## config.mk

```make
export PLATFORM = sky130hd
export DESIGN_NAME = ex_div_unit
export DESIGN_NICKNAME = d
export VERILOG_FILES = /design/src/rtl/ex_div_unit.sv
export SDC_FILE = /design/constraint.sdc
export NUM_CORES = 1
export LEC_CHECK = 0
export ABC_AREA = 1
export ABC_CLOCK_PERIOD_IN_PS = 4400
export BUFFER_PORTS_ARGS = -buffer_cell sky130_fd_sc_hd__buf_2
export CAP_MARGIN = 20
export CORE_ASPECT_RATIO = 0.8
export CORE_MARGIN = 2
export CORE_UTILIZATION = 35
export CTS_BUF_LIST = sky130_fd_sc_hd__clkbuf_2
export DETAILED_ROUTE_END_ITERATION = 8
export PLACE_DENSITY = 0.55
export REMOVE_ABC_BUFFERS = 1
export SYNTH_ARGS = -nofsm -noshare
export SYNTH_HDL_FRONTEND = slang
export SYNTH_SLANG_ARGS = --single-unit
export TNS_END_PERCENT = 1
```

## constraint.sdc

```tcl
create_clock -name clk -period 4.4 [get_ports clk]
set_clock_uncertainty 0.05 [all_clocks]
set_input_delay 0.44 -clock clk [delete_from_list [all_inputs] [get_ports clk]]
set_output_delay 0.44 -clock clk [all_outputs]
set_load 0.1 [all_outputs]
```

## src/rtl/ex_div_unit.sv

```systemverilog
// Iterative 32-bit radix-2 restoring divider for DIV/DIVU in the execute stage.
// Returns {remainder, quotient} after 34 cycles; divide-by-zero resolves in 2.
`timescale 1ns/1ps
module ex_div_unit (
  input  logic        clk,
  input  logic        rst,
  input  logic        signed_div_i,
  input  logic [31:0] opdata1_i,
  input  logic [31:0] opdata2_i,
  input  logic        start_i,
  input  logic        annul_i,
  output logic [63:0] result_o,
  output logic        ready_o
);

  typedef enum logic [1:0] {S_FREE, S_BY_ZERO, S_ON, S_END} state_t;

  state_t      state, state_nxt;
  logic [5:0]  cnt, cnt_nxt;
  logic [63:0] work, work_nxt;
  logic [31:0] dvsr_abs, dvsr_nxt;
  logic        sign1, sign1_nxt;
  logic        sign2, sign2_nxt;
  logic [63:0] result_nxt;
  logic        ready_nxt;
  logic [64:0] w_shift;
  logic [32:0] trial;

  function automatic logic [31:0] mag(input logic signed [31:0] v, input logic is_signed);
    return (is_signed && v < 0) ? unsigned'(-v) : unsigned'(v);
  endfunction

  function automatic logic [31:0] fix_sign(input logic [31:0] v, input logic neg);
    return neg ? (~v + 32'd1) : v;
  endfunction

  always_comb begin
    state_nxt  = state;
    cnt_nxt    = cnt;
    work_nxt   = work;
    dvsr_nxt   = dvsr_abs;
    sign1_nxt  = sign1;
    sign2_nxt  = sign2;
    result_nxt = result_o;
    ready_nxt  = ready_o;
    w_shift    = {work, 1'b0};
    trial      = w_shift[64:32] - {1'b0, dvsr_abs};
    case (state)
      S_FREE: begin
        ready_nxt  = 1'b0;
        result_nxt = '0;
        if (start_i && !annul_i) begin
          if (opdata2_i == 32'd0) begin
            state_nxt = S_BY_ZERO;
          end else begin
            state_nxt = S_ON;
            sign1_nxt = signed_div_i & opdata1_i[31];
            sign2_nxt = signed_div_i & opdata2_i[31];
            work_nxt  = {32'd0, mag($signed(opdata1_i), signed_div_i)};
            dvsr_nxt  = mag($signed(opdata2_i), signed_div_i);
            cnt_nxt   = 6'd0;
          end
        end
      end
      S_BY_ZERO: begin
        state_nxt  = S_END;
        result_nxt = '0;
        ready_nxt  = 1'b1;
      end
      S_ON: begin
        if (annul_i || !start_i) begin
          state_nxt  = S_FREE;
          cnt_nxt    = 6'd0;
          ready_nxt  = 1'b0;
          result_nxt = '0;
        end else if (cnt != 6'd32) begin
          // Restore on a negative trial; otherwise keep the difference and shift in a 1
          work_nxt = trial[32] ? w_shift[63:0] : {trial[31:0], w_shift[31:1], 1'b1};
          cnt_nxt  = cnt + 6'd1;
        end else begin
          result_nxt = {fix_sign(work[63:32], sign1), fix_sign(work[31:0], sign1 ^ sign2)};
          ready_nxt  = 1'b1;
          state_nxt  = S_END;
        end
      end
      S_END: begin
        if (!start_i) begin
          state_nxt  = S_FREE;
          ready_nxt  = 1'b0;
          result_nxt = '0;
        end
      end
      default: state_nxt = S_FREE;
    endcase
  end

  always_ff @(posedge clk or negedge rst) begin
    if (!rst) begin
      state    <= S_FREE;
      cnt      <= 6'd0;
      result_o <= '0;
      ready_o  <= 1'b0;
    end else begin
      state    <= state_nxt;
      cnt      <= cnt_nxt;
      result_o <= result_nxt;
      ready_o  <= ready_nxt;
    end
  end

  // Datapath registers carry no reset; they are always loaded before use
  always_ff @(posedge clk) begin
    work     <= work_nxt;
    dvsr_abs <= dvsr_nxt;
    sign1    <= sign1_nxt;
    sign2    <= sign2_nxt;
  end

endmodule

```

==> reports/summary.txt <==
Status = finished clean
Number of global-route vias before repair = 11820
Worst rel slew slack = 0.4089
Arr. time, crit path = 3.60 ns
Die H = 175.3 µm
Register area share after synthesis = 0.3717
Synth Instances = 1891
Clk root buf = clkbuf_2
Port Buffer Count = 133
Ranking of synthesized cells by area = edfxtp_1 23%, nand2_1 17%, dfrtp_1 14%, inv_1 8.9%, nand3_1 6.3%
Crit path max fanout = 17
Row count = 62
Clock sinks = 171
Post_cts resized = 0
Crit Path Category = reg -> reg
I/O Pins = 134
Crit start category = flop
Nets = 2202
GRT overflow = 0
GRT Util Overall = 0.2107
Cell Area, Synth = 0.01283 mm²
Pwr/cell area = 667.1 mW/mm²
Total die area = 0.03822 mm²
Min-delay worst type = in -> reg
Post-Syn Area per Cell = 6.785 µm²
Initial antenna violation count = 1
Post-Route Utilization = 0.4191
CP delay by family, top = simple AND/OR/NAND/NOR gates
Routability cong. = 0.8773
Cell Area, Placed = 0.01402 mm²
WHS = 0.1436 ns
Share of layout cells above drive strength 1 = 0.1117
Total number of vias = 12720
Global-route wire length before repair = 62960 µm
Worst setup margin = 1.347 ns
DRC = 0
Clock Path Buffers = 2
Most common cell in the synthesized netlist = nand2_1
Wire per inst = 15.27 µm
Cell mode on critical path = nand2_4
Post-synth EDFFs = 98
Peak VDD IR = 0.0004575 V
Count of different cell masters after synthesis = 50
Clk slew on worst S/H paths = 0.27 ns
Leakage = 7.821 nW
Bufs and invs on worst path = 2
Post-synth top flop = edfxtp_1
Seq cells post-synth = 171
Leading area contributor after synthesis = edfxtp_1
DR iter-0 viols = 1051
Max cap viols = 0
Fill cells = 3825
Slew @ Worst Pin = 0.8867 ns
Synth async-reset ratio = 0.4269
Crit path time final = 3.053 ns
DR pass1 iterations = 5
Final-report setup violation count = 0
Slowest stage delay, CP = 0.47 ns
Fmax = 0.3276 GHz
CTS tree = yes
Synth Warn # = 0
Pre-CTS setup slack = 1.339 ns
Slowest-stage cell, CP = edfxtp_1
CP required = 4.95 ns
RSZ-0062 raised after global routing = no
Starting Density = 0.3565
Post-route ant nets = 0
Post-DP HPWL = 29830 µm
Capturing element type of the critical path = flop
Total wire length = 39460 µm
CP cell instances = inv_1 > ha_1 > fa_1 > inv_1 > nand2_1 > nand2_1 > nand3_1 > nand2_2 > nand2_2 > nand2_4 > nand2_4 > nand3_2 > nand2_4 > nor2_1 > nor2_1
Via-per-instance ratio = 4.921
Area Overhead vs Synth = 17.58%
Post-synth top cells = 574 x nand2_1, 304 x inv_1, 210 x nor2_1
Clk Latency, worst-skew pair = 0.87 ns
Die Wd = 218.1 µm
Final hold violations = 0
Largest net degree at the start of global routing = 69
Overall power = 10.06 mW
Share of Yosys cell area claimed by the top area cell type = 0.2294
Num CTS Buffers = 17
H-tree Lvls = 4
Tcrit/Tclk final = 0.6938
Core ar. = 0.03599 mm²
Max Slew Vio Count = 0
Finished Cell Area = 0.01509 mm²
==> placed cells by master, fill, tap and decap left out, types with 8 or more instances in the layout <==
cell type / instances
buf_2: 132
or2_2: 10
nor3_1: 22
o21ai_1: 9
xnor2_1: 13
clkbuf_2: 19
nand2_1: 573
nand3b_1: 8
nand4_1: 19
nand3_1: 162
dfrtp_1: 73
dlygate4sd3_1: 79
xor2_1: 36
inv_1: 304
o21ai_0: 109
nor2_1: 210
inv_2: 8
edfxtp_1: 98
buf_4: 13
ha_1: 41
a21oi_1: 65
==> timing repair <==
action / CTS / global route
buffers inserted: 0 / 0
endpoints found under the hold margin: 142 / 0
hold buffers: 79 / 0
==> cell type report <==
| cell class | count | area, µm² | share of cell area |
|---|---|---|---|
| Multi-Input combinational cell | 1362 | 6695 | 0.4438 |
| Sequential cell | 171 | 4770 | 0.3161 |
| Timing Repair Buffer | 225 | 1569 | 0.1040 |
| Inverter | 313 | 1175 | 0.07787 |
| Tap cell | 480 | 600.6 | 0.03981 |
| Clock inverter | 13 | 180.2 | 0.01194 |
| Clock buffer | 19 | 95.09 | 0.006303 |
| Antenna cell | 1 | 2.502 | 0.0001659 |
==> stage by stage <==
| stage | TNS (ns) | std cells |
|---|---|---|
| CTS | 0 | 2583 |
| global placement | 0 | 2471 |
| detailed placement | 0 | 2472 |
| finish | 0 | 2584 |
| global route | 0 | 2584 |
| floorplan | -109.31 | 1846 |
==> path summary, 6_finish.rpt <==
kind	startpoint	cells after the start	slack, ns	endpoint
hold / removal	signed_div_i	4	0.14	work[31]
max in group asynchronous	rst	3	3.02	result_o[58]
setup reg to reg	work[31]	15	1.35	work[55]
min in group asynchronous	rst	3	0.21	result_o[17]
setup / recovery	work[31]	15	1.35	work[55]
hold reg to reg	result_o[58]	2	0.46	result_o[58]
==> per-layer routing <==
metal	share of wire	up-vias	GRT usage
li1	-	6424	-
met1	0.51	5893	0.3233
met2	0.41	358	0.3042
met3	0.057	42	0.02857
met4	0.020	0	0.06321
met5	0	-	0
==> sequential cells by signal, summed over array words and instances (netlist names) <==
signal and count:
result_o 64, work 64, dvsr_abs 32, cnt 6, state 2, ready_o 1
sign1 1, sign2 1
==> logic make-up after synthesis <==
| kind of cell | after synthesis | synth area share |
|---|---|---|
| flip-flops | 171 | 0.3717 |
| XOR/XNOR | 50 | 0.03471 |
| adder cells (fa/ha/maj) | 43 | 0.04252 |
| buffers and inverters | 358 | 0.1085 |
| AND/OR/NAND/NOR | 1041 | 0.3433 |
| AO/OA/AOI/OAI | 228 | 0.09917 |
==> worst register-to-register path: stages (launching register included) <==
cell and delay, ns:
edfxtp_1 0.47, inv_1 0.15, ha_1 0.26, fa_1 0.42
inv_1 0.12, nand2_1 0.06, nand2_1 0.07, nand3_1 0.08
nand2_2 0.13, nand2_2 0.09, nand2_4 0.09, nand2_4 0.07
nand3_2 0.27, nand2_4 0.23, nor2_1 0.19, nor2_1 0.07
==> power by group <==
part           internal (mW)  switching [mW]  total [mW]
clock network          0.341           0.644       0.985
logic                   1.67            4.41        6.08
registers               2.44           0.557        3.00
(Power assumes the default switching activity.)
